===== config.mk =====
export PLATFORM = sky130hd
export DESIGN_NAME = sub3_serial_16bit_flat
export DESIGN_NICKNAME = d
export VERILOG_FILES = /design/src/rtl/sub3_pkg.sv /design/src/rtl/sub3_serial_16bit_if.sv /design/src/rtl/sub3_digit_slice.sv /design/src/rtl/sub3_serial_16bit.sv /design/src/flat_wrapper.sv
export SDC_FILE = /design/constraint.sdc
export NUM_CORES = 1
export LEC_CHECK = 0
export ABC_CLOCK_PERIOD_IN_PS = 3900
export CORE_MARGIN = 2
export CORE_UTILIZATION = 40
export DETAILED_ROUTE_END_ITERATION = 10
export DONT_BUFFER_PORTS = 1
export GPL_ROUTABILITY_DRIVEN = 0
export HOLD_SLACK_MARGIN = 0.15
export PLACE_DENSITY = 0.5
export SLEW_MARGIN = 30
export SYNTH_ARGS = -nofsm -noshare
export SYNTH_HDL_FRONTEND = slang
export SYNTH_HIERARCHICAL = 1
export SYNTH_SLANG_ARGS = --single-unit

===== constraint.sdc =====
create_clock -name clk -period 3.9 [get_ports clk]
set_clock_uncertainty 0.1 [all_clocks]
set_input_delay 0.39 -clock clk [delete_from_list [all_inputs] [get_ports clk]]
set_output_delay 0.39 -clock clk [all_outputs]
set_load 0.02 [all_outputs]

===== src/rtl/sub3_pkg.sv =====
// sub3_pkg: shared types and constants for the serial three-operand subtractor.
//   DATA_W       operand width (16)
//   RES_W        result width (18, two's complement)
//   sub3_state_t FSM state encoding {IDLE, RUN, DONE}
//   borrow_t     2-bit ripple borrow (range 0..2)
//   borrow_ext() maps the final borrow onto result bits [17:16]
package sub3_pkg;

    localparam int unsigned DATA_W = 16;
    localparam int unsigned RES_W  = 18;

    typedef enum logic [1:0] {
        IDLE,
        RUN,
        DONE
    } sub3_state_t;

    typedef logic [1:0] borrow_t;

    // The final borrow counts whole units of 2^16 still owed, so the top two result bits
    // are simply -bw mod 4: 0 -> 00, 1 -> 11, 2 -> 10.
    function automatic logic [1:0] borrow_ext(borrow_t bw);
        return 2'(2'd0 - bw);
    endfunction

endpackage


===== src/rtl/sub3_serial_16bit_if.sv =====
// sub3_serial_16bit_if: handshake and data bundle for sub3_serial_16bit.
//   in_valid/in_ready   operand handshake (A, B, C, Bin)
//   out_valid/out_ready result handshake (D)
//   neg, zero           result flags, present only when SUB3_FLAGS_EN is defined
// Modports: master drives operands and out_ready; slave is the subtractor.
interface sub3_serial_16bit_if;
    import sub3_pkg::*;

    logic              in_valid;
    logic              in_ready;
    logic [DATA_W-1:0] A;
    logic [DATA_W-1:0] B;
    logic [DATA_W-1:0] C;
    logic              Bin;
    logic              out_valid;
    logic              out_ready;
    logic [RES_W-1:0]  D;
`ifdef SUB3_FLAGS_EN
    logic              neg;
    logic              zero;
`endif

    modport master (
        output in_valid, A, B, C, Bin, out_ready,
        input  in_ready, out_valid, D
`ifdef SUB3_FLAGS_EN
        , input neg, zero
`endif
    );

    modport slave (
        input  in_valid, A, B, C, Bin, out_ready,
        output in_ready, out_valid, D
`ifdef SUB3_FLAGS_EN
        , output neg, zero
`endif
    );

endinterface


===== src/rtl/sub3_digit_slice.sv =====
// sub3_digit_slice: combinational one-digit step of x = a - b - c - bw_in.
//   a, b, c  DIGIT_W-bit operand digits
//   bw_in    incoming borrow (0..2)
//   d        x mod 2^DIGIT_W
//   bw_out   -floor(x / 2^DIGIT_W), range 0..2
module sub3_digit_slice
    import sub3_pkg::*;
#(
    parameter int unsigned DIGIT_W = 4
) (
    input  logic [DIGIT_W-1:0] a,
    input  logic [DIGIT_W-1:0] b,
    input  logic [DIGIT_W-1:0] c,
    input  borrow_t            bw_in,
    output logic [DIGIT_W-1:0] d,
    output borrow_t            bw_out
);

    // x lies in [-2^(W+1), 2^W), so W+2 bits hold it exactly in two's complement.
    logic [DIGIT_W+1:0] x;

    always_comb begin
        x      = {2'b00, a} - {2'b00, b} - {2'b00, c} - {{DIGIT_W{1'b0}}, bw_in};
        d      = x[DIGIT_W-1:0];
        // Top bits are floor(x / 2^W) in {0, -1, -2}; negate to get the borrow.
        bw_out = 2'(2'd0 - x[DIGIT_W+1:DIGIT_W]);
    end

endmodule


===== src/rtl/sub3_serial_16bit.sv =====
// sub3_serial_16bit: digit-serial D = A - B - C - Bin, 18-bit two's-complement result.
//   clk   rising-edge clock
//   rst   synchronous active-high reset
//   bus   sub3_serial_16bit_if.slave (in_valid/in_ready, A, B, C, Bin,
//         out_valid/out_ready, D, and neg/zero when SUB3_FLAGS_EN is defined)
// DIGIT_W bits (1, 2, 4, 8 or 16) are processed per RUN cycle, LSB first; latency 16/DIGIT_W.
// Optional feature macro: SUB3_FLAGS_EN adds registered neg and zero result flags.
module sub3_serial_16bit
    import sub3_pkg::*;
#(
    parameter int unsigned DIGIT_W = 4
) (
    input logic                clk,
    input logic                rst,
    sub3_serial_16bit_if.slave bus
);

    localparam int unsigned N     = DATA_W / DIGIT_W;
    localparam int unsigned CNT_W = 5;

    sub3_state_t       state_q, state_d;
    logic [CNT_W-1:0]  cnt_q, cnt_d;
    logic [DATA_W-1:0] a_q, a_d;
    logic [DATA_W-1:0] b_q, b_d;
    logic [DATA_W-1:0] c_q, c_d;
    borrow_t           bw_q, bw_d;
    logic [RES_W-1:0]  d_q, d_d;
`ifdef SUB3_FLAGS_EN
    logic              neg_q, neg_d;
    logic              zero_q, zero_d;
`endif

    logic [DIGIT_W-1:0]        dig;
    borrow_t                   bw_next;
    logic [DATA_W+DIGIT_W-1:0] res_cat;
    logic                      accept;
    logic                      last;

    assign accept = bus.in_valid && (state_q == IDLE);
    assign last   = (state_q == RUN) && (cnt_q == CNT_W'(N - 1));

    sub3_digit_slice #(
        .DIGIT_W (DIGIT_W)
    ) u_slice (
        .a      (a_q[DIGIT_W-1:0]),
        .b      (b_q[DIGIT_W-1:0]),
        .c      (c_q[DIGIT_W-1:0]),
        .bw_in  (bw_q),
        .d      (dig),
        .bw_out (bw_next)
    );

    // State register
    always_ff @(posedge clk) begin
        if (rst) begin
            state_q <= IDLE;
        end else begin
            state_q <= state_d;
        end
    end

    // Next-state logic
    always_comb begin
        state_d = state_q;
        unique case (state_q)
            IDLE:    if (bus.in_valid) state_d = RUN;
            RUN:     if (last)         state_d = DONE;
            DONE:    if (bus.out_ready) state_d = IDLE;
            default: state_d = IDLE;
        endcase
    end

    // Outputs are decoded from registers only
    always_comb begin
        bus.in_ready  = (state_q == IDLE);
        bus.out_valid = (state_q == DONE);
        bus.D         = d_q;
`ifdef SUB3_FLAGS_EN
        bus.neg       = neg_q;
        bus.zero      = zero_q;
`endif
    end

    // Datapath next state
    always_comb begin
        a_d     = a_q;
        b_d     = b_q;
        c_d     = c_q;
        bw_d    = bw_q;
        cnt_d   = cnt_q;
        d_d     = d_q;
        // New digit enters at bit 15 and the low 16 result bits slide right.
        res_cat = {dig, d_q[DATA_W-1:0]};
`ifdef SUB3_FLAGS_EN
        neg_d   = neg_q;
        zero_d  = zero_q;
`endif
        if (accept) begin
            a_d   = bus.A;
            b_d   = bus.B;
            c_d   = bus.C;
            bw_d  = {1'b0, bus.Bin};
            cnt_d = '0;
        end else if (state_q == RUN) begin
            a_d                = a_q >> DIGIT_W;
            b_d                = b_q >> DIGIT_W;
            c_d                = c_q >> DIGIT_W;
            bw_d               = bw_next;
            cnt_d              = cnt_q + CNT_W'(1);
            d_d[DATA_W-1:0]    = res_cat[DATA_W+DIGIT_W-1:DIGIT_W];
            if (last) begin
                d_d[RES_W-1:DATA_W] = borrow_ext(bw_next);
`ifdef SUB3_FLAGS_EN
                neg_d  = d_d[RES_W-1];
                zero_d = (d_d == '0);
`endif
            end
        end
    end

    always_ff @(posedge clk) begin
        if (rst) begin
            a_q    <= '0;
            b_q    <= '0;
            c_q    <= '0;
            bw_q   <= '0;
            cnt_q  <= '0;
            d_q    <= '0;
`ifdef SUB3_FLAGS_EN
            neg_q  <= 1'b0;
            zero_q <= 1'b1;
`endif
        end else begin
            a_q    <= a_d;
            b_q    <= b_d;
            c_q    <= c_d;
            bw_q   <= bw_d;
            cnt_q  <= cnt_d;
            d_q    <= d_d;
`ifdef SUB3_FLAGS_EN
            neg_q  <= neg_d;
            zero_q <= zero_d;
`endif
        end
    end

endmodule


===== src/flat_wrapper.sv =====
// flat-port wrapper written by rule: the top's interface ports become plain ports
module sub3_serial_16bit_flat import sub3_pkg::*;
#(
    parameter int unsigned DIGIT_W = 4
)
  (clk, rst, bus_in_valid, bus_A, bus_B, bus_C, bus_Bin, bus_out_ready, bus_in_ready, bus_out_valid, bus_D);
  sub3_serial_16bit_if bus_i ();
  input logic clk;
  input logic rst;
  input wire logic [$bits(bus_i.in_valid)-1:0] bus_in_valid;
  input wire logic [$bits(bus_i.A)-1:0] bus_A;
  input wire logic [$bits(bus_i.B)-1:0] bus_B;
  input wire logic [$bits(bus_i.C)-1:0] bus_C;
  input wire logic [$bits(bus_i.Bin)-1:0] bus_Bin;
  input wire logic [$bits(bus_i.out_ready)-1:0] bus_out_ready;
  output wire logic [$bits(bus_i.in_ready)-1:0] bus_in_ready;
  output wire logic [$bits(bus_i.out_valid)-1:0] bus_out_valid;
  output wire logic [$bits(bus_i.D)-1:0] bus_D;
  assign bus_i.in_valid = bus_in_valid;
  assign bus_i.A = bus_A;
  assign bus_i.B = bus_B;
  assign bus_i.C = bus_C;
  assign bus_i.Bin = bus_Bin;
  assign bus_i.out_ready = bus_out_ready;
  assign bus_in_ready = bus_i.in_ready;
  assign bus_out_valid = bus_i.out_valid;
  assign bus_D = bus_i.D;
  sub3_serial_16bit #(.DIGIT_W(DIGIT_W)) u_core (.clk(clk), .rst(rst), .bus(bus_i));
endmodule

## Word-level counts from Yosys, hierarchy flattened

Index checks and enable logic that the tools add are counted.

| word-level totals | value |
|---|---|
| flip-flop bits (word level) | 75 |
| input port bits | 53 |
| output and inout bits | 20 |

| cells by class | value |
|---|---|
| $add $sub $neg | 6 |
| equal/unequal tests | 6 |
| multiplexer cells | 12 |
| bitwise operators | 1 |
| reduce and logical (&&, ||, !) cells | 8 |

Operators by type and width:

| operator | count |
|---|---|
| two-way mux 16 bit | 6 |
| two-way mux 2 bit | 3 |
| case mux 2 bit (3 select lines) | 1 |
| AND reduction 3 bit | 2 |
| subtractor 6 x 2 -> 6 bit | 1 |
| subtractor 6 x 4 -> 6 bit | 1 |
| adder 5 x 1 -> 5 bit, second input constant | 1 |
| == test 5 x 2 -> 1 bit, second input constant | 1 |
| subtractor 4 x 4 -> 5 bit | 1 |
| != test 2 bit, second input constant | 2 |
| subtractor 1 x 2 -> 2 bit, first input constant | 2 |
| == test 2 x 1 -> 1 bit, second input constant | 1 |
| == test 2 bit, second input constant | 1 |
| logical AND 1 bit | 2 |
| zero test 2 bit | 1 |
| two-way mux 1 bit | 2 |
| != test 2 x 1 -> 1 bit, second input constant | 1 |
| AND reduction 2 bit | 1 |
| nonzero test 2 bit | 1 |
| OR reduction 2 bit | 1 |
| NOT 1 bit | 1 |

## Logic depth before layout (Yosys ltp)

| depth | value |
|---|---|
| depth in word-level cells | 6 |
| mapped depth | 16 |
| gate-level depth less buffers | 16 |

## By module

Netlist, hierarchy kept.

Modules (own cells, without submodules):

| module | instances | cells an instance | area an instance (sq um) |
|---|---|---|---|
| sub3_serial_16bit | 1 | 424 | 3360.7 |
| sub3_digit_slice | 1 | 46 | 390.4 |

## Least setup slack after synthesis

OpenSTA, ideal clock, no wires.

| path | value |
|---|---|
| kind | reg-to-reg |
| start point | reg u_core.a_q[0] |
| end point | reg u_core.d_q[17] (netlist: u_core/bus.D[17]) |
| library setup time | 0.070 ns |
| arrival | 3.095 ns |
| required time | 3.730 ns |
| path slack | 0.634 ns |
| stages on the path, launching flop included | 16 |
| path buffers | 0 |
| period minus slack after synthesis | 3.266 ns |
| cell sequence | dfxtp_1 -> inv_1 -> ha_1 -> inv_1 -> fa_1 -> xnor2_1 -> ha_1 -> inv_1 -> ha_1 -> a21o_1 -> a21oi_2 -> xnor2_1 -> xor3_1 -> xnor2_1 -> or3_1 -> a21oi_1 |

| between the ends | value |
|---|---|
| cells in the longest elaborated chain, start to end | 5 |

RTL lines:

| what | RTL line | source |
|---|---|---|
| start: declaration | sub3_serial_16bit.sv:23 | `logic [DATA_W-1:0] a_q, a_d;` |
| start signal: assignment | sub3_serial_16bit.sv:123 | `a_q <= '0;` |
| start signal: assignment | sub3_serial_16bit.sv:134 | `a_q <= a_d;` |
| subtractor 4 x 4 -> 5 bit | sub3_digit_slice.sv:23 | `x = {2'b00, a} - {2'b00, b} - {2'b00, c} - {{DIGIT_W{1'b0}}, bw_in};` |
| subtractor 6 x 4 -> 6 bit | sub3_digit_slice.sv:23 |  |
| subtractor 6 x 2 -> 6 bit | sub3_digit_slice.sv:23 |  |
| subtractor 1 x 2 -> 2 bit | sub3_digit_slice.sv:26 | `bw_out = 2'(2'd0 - x[DIGIT_W+1:DIGIT_W]);` |
| named net u_core.bw_next[0] | sub3_serial_16bit.sv:34 | `borrow_t bw_next;` |
| subtractor 1 x 2 -> 2 bit | sub3_pkg.sv:23 | `return 2'(2'd0 - bw);` |
| end signal: assignment | sub3_serial_16bit.sv:128 | `d_q <= '0;` |
| end signal: assignment | sub3_serial_16bit.sv:139 | `d_q <= d_d;` |
| end: declaration | sub3_serial_16bit.sv:27 | `logic [RES_W-1:0] d_q, d_d;` |

The timed path passes the listed nets, and every way through them passes these cells.
A chain may end at the register's enable or synchronous reset.

## Worst setup path in the final report

Ends and elaborated chain as after synthesis.

==> flow_summary.yaml <==
synth:
  synth_edf_count: 0
  ys_types: 31
  yosysSeqAreaShare: 0.400
  synthTopCellsByArea: "dfxtp_1 (40%), a21oi_1 (10%), or3b_2 (8.9%)"
  ys.flop_type: "dfxtp_1"
  syn_area_um2: 3750
  syn_nets: 538
  yosys.area.top_type: "dfxtp_1"
  syn_area_per_cell_um2: 7.98
  async_flop_share: 0
  syn_inst: 470
  yosysWarnings: 6
  synth_common_cells: "a21oi_1 (75), dfxtp_1 (75), nand2_1 (51)"
  ys_ff_latch: 75
  netlist.area_leader.share: 0.400
timing:
  tns_ns: 0
  finalMaxSlewViolations: 0
  rsz0062_at_grt: "false"
  setup_violations: 0
  hold_viol: 0
  max_freq_mhz: 292
  worst_slack_ns: 0.476
  relSlewSlack: 0.440
  fin_crit_ns: 3.42
  worst_slew_pin_slew_ns: 0.840
  post-route-period-util: 0.878
die:
  dieArea_um2: 10200
  io_pins: 73
  fp.dieH_um: 101
  die_w_um: 101
  core-area_um2: 9150
  core.rowCount: 35
  initial_utilization: 0.410
run_status:
  status: "completed"
global_route:
  antenna_found_initial: 0
  grt_pass1_vias: 2870
  grt_start_max_net_pins: 71
  grt_pass1_wl_um: 14100
  grt_util_all_layers: 0.179
  grt_overflow: 0
worst_setup_path:
  cp_cell_sequence: "inv_1, ha_1, inv_1, fa_1, xnor2_1, ha_1, inv_1, ha_1, a21o_1, a21oi_2, xnor2_1, xor3_1, xnor2_1, or3_1, a21oi_1"
  cp.arrival_ns: 3.61
  r2r_end: "u_core/bus.D[17]"
  cp.required_ns: 4.09
  worstPathMaxFanout: 4
  crit_path_end_kind: "flop"
  max_stage_delay_ns: 0.43
  start_kind: "flop"
  critPathBufInv: 3
  slowest_stage: "xor3_1"
  crit_family: "adder cells"
  critPathLaunch: "u_core/a_q[0]"
  r2r_start: "u_core/a_q[0]"
  cp.depth: 15
  crit_type: "flop to flop"
  crit_end: "u_core/bus.D[17]"
  r2r_slack_ns: 0.48
  worstRegToRegCells: 15
layout:
  antennaDiodeCount: 0
  drive_gt1_frac: 0.142
  fillers: 932
  final_cells: 577
  final_nets: 529
  fin_area_um2: 4190
  syn_to_final_growth_pct: 11.7
placed_design:
  dp_hpwl_um: 5450
  place_ws_ns: 0.457
  dpl.cell_count: 548
  placed_cell_area_um2: 3770
  portBuffers: 0
power:
  irDropWorstVdd_mv: 0.286
  combPwrFrac: 0.241
  p_clk_frac: 0.362
  pwr-share-seq: 0.397
  p_int_mw: 1.60
  power.leakage_nw: 1.58
  power_mw: 2.23
  p_sw_mw: 0.627
  powerDensity_nw_per_um2: 532
  swShare: 0.281
cts:
  post_cts_buffers: 0
  htree_num_levels: 3
  cts_num_sinks: 75
  cts_tree: "built"
  cts.clk_slew.worst_paths_ns: 0.09
  cts_root_buf: "clkbuf_8"
  cts_inserted_buffers: 9
  cts_max_path_buffers: 2
  clk_latency_ns: 0.35
routing:
  drc_errors: 0
  wl_per_cell_um: 15.0
  routed_wl_um: 8680
  drt-initial-drc-count: 102
  ant_nets: 0
  firstDrtPassIters: 4
  vias_per_cell: 5.21
  via_count: 3004
run:
  cap_violations: 0
hold_path:
  min_path_type: "primary input to flop"
logic make-up (layout without fill, tap and decap cells):
| kind of cell | count (synthesis) | after routing | synth area share |
|---|---|---|---|
| xor gates and xnor gates | 9 | 9 | 0.0250 |
| buffers and inverters | 51 | 47 | 0.0557 |
| adders and majority gates | 15 | 15 | 0.0560 |
| AOI/OAI and AO/OA | 86 | 86 | 0.121 |
| DFF | 75 | 75 | 0.400 |
| and+or+nand+nor | 234 | 234 | 0.342 |
flip-flops by register name, summed over array words and instances (netlist names):
name / flops
u_core/a_q: 16
u_core/b_q: 16
u_core/bus.D: 18
u_core/bw_q: 2
u_core/c_q: 16
u_core/cnt_q: 5
u_core/state_q: 2
final cells by class:
cell class	count	area, µm²	share of cell area
tap	111	139	0.0331
timing repair buffer	18	185	0.0442
clock inverter	6	136	0.0325
inverter	13	48.8	0.0116
multi-input combinational	344	2040	0.487
sequential	75	1500	0.359
clock buffer	10	138	0.0328
per-stage QoR:
stage | utilization | hold slack [ns]
global placement | 0.412 | 0.343
finish | 0.458 | 0.185
floorplan | - | 0.340
CTS | 0.458 | 0.171
detailed placement | 0.412 | 0.347
global route | 0.458 | 0.165
layout by cell type (no fill, tap or decap):
cell type	synthesis	final
a21o_1	3	3
a21oi_1	75	75
a21oi_2	1	1
a31oi_1	1	1
buf_16	0	1
buf_4	1	5
bufinv_16	0	4
clkbuf_8	0	10
clkinv_4	0	1
clkinvlp_4	0	1
dfxtp_1	75	74
dfxtp_2	0	1
dlygate4sd3_1	0	12
fa_1	3	3
ha_1	12	12
inv_1	13	13
nand2_1	51	51
nand2b_1	38	38
nand3_1	13	13
nand3b_1	2	2
nor2_1	43	43
nor2b_1	4	4
nor3_1	37	37
nor3b_2	1	1
o21ai_0	3	3
o21ai_1	1	1
o21ba_2	2	2
or2b_1	2	2
or3_1	3	3
or3b_2	38	38
or4b_1	1	1
or4b_4	1	1
xnor2_1	5	5
xor2_1	3	3
xor3_1	1	1
worst min-delay path by stage:
stage / startpoint / end / slack (ns) / cells past startpoint
after global routing: bus_out_ready / u_core/state_q[1] / 0.16 / 2
after CTS: bus_out_ready / u_core/state_q[1] / 0.17 / 2
after global placement: u_core/b_q[15] / u_core/b_q[15] / 0.34 / 2
final: bus_out_ready / u_core/state_q[1] / 0.19 / 2
after detailed placement: u_core/a_q[12] / u_core/a_q[12] / 0.35 / 2
after floorplan: u_core/bw_q[1] / u_core/bw_q[1] / 0.34 / 2
layer usage:
metal / wire length (µm) / share of wire / global-route usage / vias up
met3: 425 / 0.049 / 0.0527 / 10
li1: - / - / - / 1548
met4: 108 / 0.012 / 0.0569 / 0
met1: 4230 / 0.49 / 0.248 / 1386
met5: 0 / 0 / 0 / -
met2: 3920 / 0.45 / 0.266 / 60
power by group through the flow:
stage	Sequential [mW]	Combinational, mW	Clock, mW
after global placement	0.903	0.509	0
after global routing	0.897	0.619	0.853
after CTS	0.887	0.545	0.825
final	0.886	0.538	0.807
after floorplan	0.888	0.451	0
after detailed placement	0.905	0.517	0
timing repair:
| item | CTS | global route |
|---|---|---|
| resized for setup | 0 | 0 |
| endpoints found under the setup margin | 0 | 0 |
| endpoints found under the hold margin | 69 | 0 |
| hold buffers | 13 | 0 |
(Power assumes the default switching activity.)
==> variant 1: new RTL, same flow settings <==
Take the reset off `d_q` and load it in a clocked block of its own.
--- a/src/rtl/sub3_serial_16bit.sv
+++ b/src/rtl/sub3_serial_16bit.sv
@@ -126,5 +126,4 @@
             bw_q   <= '0;
             cnt_q  <= '0;
-            d_q    <= '0;
 `ifdef SUB3_FLAGS_EN
             neg_q  <= 1'b0;
@@ -137,5 +136,4 @@
             bw_q   <= bw_d;
             cnt_q  <= cnt_d;
-            d_q    <= d_d;
 `ifdef SUB3_FLAGS_EN
             neg_q  <= neg_d;
@@ -145,4 +143,8 @@
     end
 
+    always_ff @(posedge clk) begin
+        d_q <= d_d;
+    end
+
 endmodule
 
Behaviour: differs if rst is asserted again (counterexample within 4 cycles, from zero or initial values and one cycle with rst high); with rst held inactive, the same outputs for 10 cycles.
==> variant 1 against the original RTL <==
- area after synthesis grew 0.10%
- routed wire length shrank 7.3%
- worst setup slack gained 0.11 ns
- power shrank 3.9%
- clock power shrank 19%
- sequential share of layout area grew 5.3 points
- design area shrank 2.4%
- die area is essentially flat
- sequential cell count is the same
==> variant 1: results <==
[clocking]
ctsResizeCount = 0
h-tree-depth = 3
cts.hold.buffers_added = 14
cts_buffer_depth = 2
cts_buffers = 9
cts_setup_buffers = 0
clk_pin_slew_ns = 0.08
cts_root_buf = "clkbuf_8"
clk_latency_ns = 0.35

[synthesis]
ys.flop_type = "dfxtp_1"
yosys_warnings = 6
yosysSeqAreaShare_pct = 44.8
synth_commonest_cells = "a21oi_1 (57), dfxtp_1 (57), nor2_1 (44)"
synth_area_leaders = "dfxtp_1 (30%), edfxtp_1 (14%), or3b_1 (8.6%)"
syn_nets = 478
yosysUniqueCellTypes = 34
async_flop_share_pct = 0
synth_edf_count = 18

[final_layout]
area_growth_syn_to_layout_pct = 8.93
largest_register_ffs = 18
final_nets = 474
drive_above_1_share_pct = 6.81

[worst_setup_path]
cpPeakStageDelay_ns = 0.45
crit_start = "u_core/a_q[0]"
r2r_slack_ns = 0.59
rr_endpoint = "u_core/bus.D[17]"
cp_slowest_cell = "xor3_1"
cp.arrival_ns = 3.29
critPathMaxFanout = 4
reg2reg_depth = 13
crit_path_start_kind = "flop"
end_kind = "flop"

[min_path]
hold_path_class = "input port to flop"

[placed_design]
io_buffers = 0
hpwl_um = 5090

[routing]
drtIter0Drc = 126
firstDrtPassIters = 4
avgViaCountPerCell = 5.13
totalWireLength_um = 8040

[sta]
tightest_slew_ns = 0.845

[global_routing]
grt_use_total_pct = 16.8
antenna_found_initial = 2
grt_pass1_vias = 2647
grt_max_degree = 52
grt_pass1_wl_um = 13300

[pwr]
ir_worst_vdd_mv = 0.164
total_leakage_power_nw = 1.57

[status]
status = "finished, final reports clean"
==> variant 1: cells by family after synthesis <==
logic type      count (synthesis)  share of synthesized area, %
flops                          75                          44.8
compound gates                 67                          9.60
xor+xnor                        9                          2.50
buf+inv                        47                          6.80
simple gates                  197                          30.7
fa+ha+maj                      15                          5.60
==> variant 1: area by class of cell <==
class | count | area, um^2
clock buffer | 9 | 124
timing repair buffer | 17 | 173
inverter | 15 | 56.3
tap | 111 | 139
sequential | 75 | 1680
clock inverter | 7 | 92.6
fill | 903 | 5060
antenna | 2 | 5.00
multi-input combinational | 288 | 1820
==> variant 1: worst min path at each step <==
stage | cells past startpoint | to | startpoint | slack [ns]
2_1_floorplan | 2 | u_core/c_q[15] | u_core/c_q[15] | 0.34
3_3_place_gp | 2 | u_core/a_q[12] | u_core/a_q[12] | 0.34
3_5_place_dp | 2 | u_core/c_q[15] | u_core/c_q[15] | 0.35
4_1_cts | 2 | u_core/state_q[1] | rst | 0.25
5_1_grt | 2 | u_core/cnt_q[3] | rst | 0.26
6_report | 2 | u_core/cnt_q[3] | rst | 0.25
==> variant 1: critical path, delay by kind of cell (launching register included) <==
kind	cells	cell delay, ns
compound gates	2	0.33
xor+xnor	4	1.04
fa+ha+maj	4	1.12
buf+inv	3	0.15
flops	1	0.31
==> variant 1: routing by layer <==
layer  GRT usage [%]  wire length (um)
met1            22.2              3890
met5               0                 0
met2            25.8              3630
met3            5.34               473
met4            6.01                53
==> variant 1: per-stage QoR <==
step	power, mW	hold slack, ns	std cells	setup slack (ns)	instance area (um^2)
3_5_place_dp	1.49	0.346	492	0.624	3720
2_1_floorplan	1.41	0.339	410	0.816	3750
4_1_cts	2.17	0.254	522	0.612	4090
3_3_place_gp	1.47	0.345	492	0.699	3720
6_report	2.14	0.255	524	0.586	4090
5_1_grt	2.28	0.258	524	0.422	4090
==> variant 1: power by group <==
group	internal, mW	switching, mW
sequential	0.908	0.0782
clock	0.358	0.295
combinational	0.241	0.263
==> variant 2: new RTL, same settings <==
Made on the original files. Encoding of `sub3_state_t`: now one-hot (3 bits for 3 states).
--- a/src/rtl/sub3_pkg.sv
+++ b/src/rtl/sub3_pkg.sv
@@ -10,8 +10,8 @@
     localparam int unsigned RES_W  = 18;
 
-    typedef enum logic [1:0] {
-        IDLE,
-        RUN,
-        DONE
+    typedef enum logic [2:0] {
+        IDLE = 3'b001,
+        RUN  = 3'b010,
+        DONE = 3'b100
     } sub3_state_t;
 
Function: same outputs for any inputs over 10 cycles, from zero or initial values and one cycle with rst high; not proved beyond that.
==> variant 2 against the original RTL <==
- final cell count is 7.1% lower
- maximum frequency decreased by 1.5%
- highest routed layer unchanged
- power decreased by 17%
- area after synthesis is 9.8% lower
- sequential cell count grew 1
- worst setup slack got worse by 0.053 ns
- design area shrank 3.7%
- largest power group unchanged
- routed wire length down 4.9%
==> variant 2: results <==
[synthesis]
synth_fa_ha_area_share_pct = 6.21
synthXorXnorAreaFrac_pct = 2.77
yosysUniqueCellTypes = 34
synth_area_leaders = "dfxtp_1 (45%), a21oi_1 (11%), nand2_1 (6.4%)"
avgSynthCellArea_um2 = 8.38
syn_nets = 472
synthMuxAreaShare_pct = 0
synth_commonest_cells = "dfxtp_1 (76), a21oi_1 (75), nand2_1 (58)"
ys.flop_type = "dfxtp_1"
async_flop_share_pct = 0
yosys_warnings = 6
synth_compound_area_share_pct = 22.1
yosysSeqAreaShare_pct = 45.0

[final_layout]
largest_register_ffs = 18
drive_above_1_share_pct = 7.19
n_fill_cell = 841
final_nets = 494
fin_cells = 536
diodes = 0

[placed_design]
preCtsSetupSlack_ns = 0.445
hpwl_um = 5140
dp_cells = 481
io_buffers = 0
post_dp_cell_area_um2 = 3440

[global_routing]
grt_pass1_vias = 2765
antenna_found_initial = 0
grt_use_total_pct = 18.3
grt_max_degree = 71
grt_pass1_wl_um = 13200
grt_overflow = 0

[min_path]
hold_path_class = "input port to flop"

[clocking]
clk_pin_slew_ns = 0.08
clk_latency_ns = 0.34
cts_buffer_depth = 2
cts_buffers = 9
h-tree-depth = 3
cts_root_buf = "clkbuf_8"
cts_setup_buffers = 0

[routing]
drtIter0Drc = 159
avgViaCountPerCell = 5.39
wl_per_cell_um = 15.4
firstDrtPassIters = 4

[worst_setup_path]
critPathMaxFanout = 4
cp_top_family = "adder cells"
cp_slowest_cell = "xor3_1"
cpPeakStageDelay_ns = 0.44
cp.arrival_ns = 3.64

[status]
status = "finished, final reports clean"

[sta]
maxSlewHeadroom_pct = 49.0

[pwr]
ir_worst_vdd_mv = 0.202
total_leakage_power_nw = 1.43
## variant 2: cell types whose count changed after synthesis, sizes merged, moves of 7 or more
cell and change:
nor2 -29, nand2 +7, nor3 -36, or3b -37
a22oi +28, nand3 +29, nand2b -36, a211oi +9
## variant 2: per-layer routing
| metal | share of wire, % | track usage [%] | wire [um] | vias up |
|---|---|---|---|---|
| met5 | 0 | 0 | 0 | - |
| met1 | 49 | 24.9 | 4070 | 1369 |
| met2 | 45 | 28.1 | 3710 | 51 |
| met3 | 4.6 | 5.01 | 379 | 7 |
| met4 | 1.2 | 5.95 | 98 | 0 |
| li1 | - | - | - | 1461 |
## variant 2: cell families after synthesis
family | count (synthesis)
adders and majority gates | 15
xor gates and xnor gates | 9
AOI/OAI and AO/OA | 124
buffers and inverters | 49
and+or+nand+nor | 131
DFF | 76
## variant 2: power by group
group / internal [mW] / switching [mW]
logic: 0.205 / 0.218
clock network: 0.296 / 0.295
registers: 0.817 / 0.0271
total: 1.32 / 0.540
## variant 2: final cells by class
cell class | count | area, um^2 | area share, %
timing repair buffer | 45 | 453 | 11.2
clock buffer | 10 | 128 | 3.16
multi-input combinational | 279 | 1680 | 41.7
clock inverter | 6 | 65.1 | 1.61
inverter | 15 | 56.3 | 1.39
tap | 105 | 131 | 3.25
sequential | 76 | 1520 | 37.7
## variant 2: final timing paths
kind / end / cells past startpoint / start / slack, ns
worst max register to register: u_core/bus.D[17] / 15 / u_core/a_q[0] / 0.42
worst min register to register: u_core/bw_q[1] / 2 / u_core/bw_q[1] / 0.36
worst min-delay path: u_core/b_q[4] / 2 / bus_B[4] / 0.17
worst max-delay path: u_core/bus.D[17] / 15 / u_core/a_q[0] / 0.42
## variant 2: repair_timing
item	CTS	global route
hold buffers	39	0
hold endpoints to repair	70	0
gates resized for setup	0	0
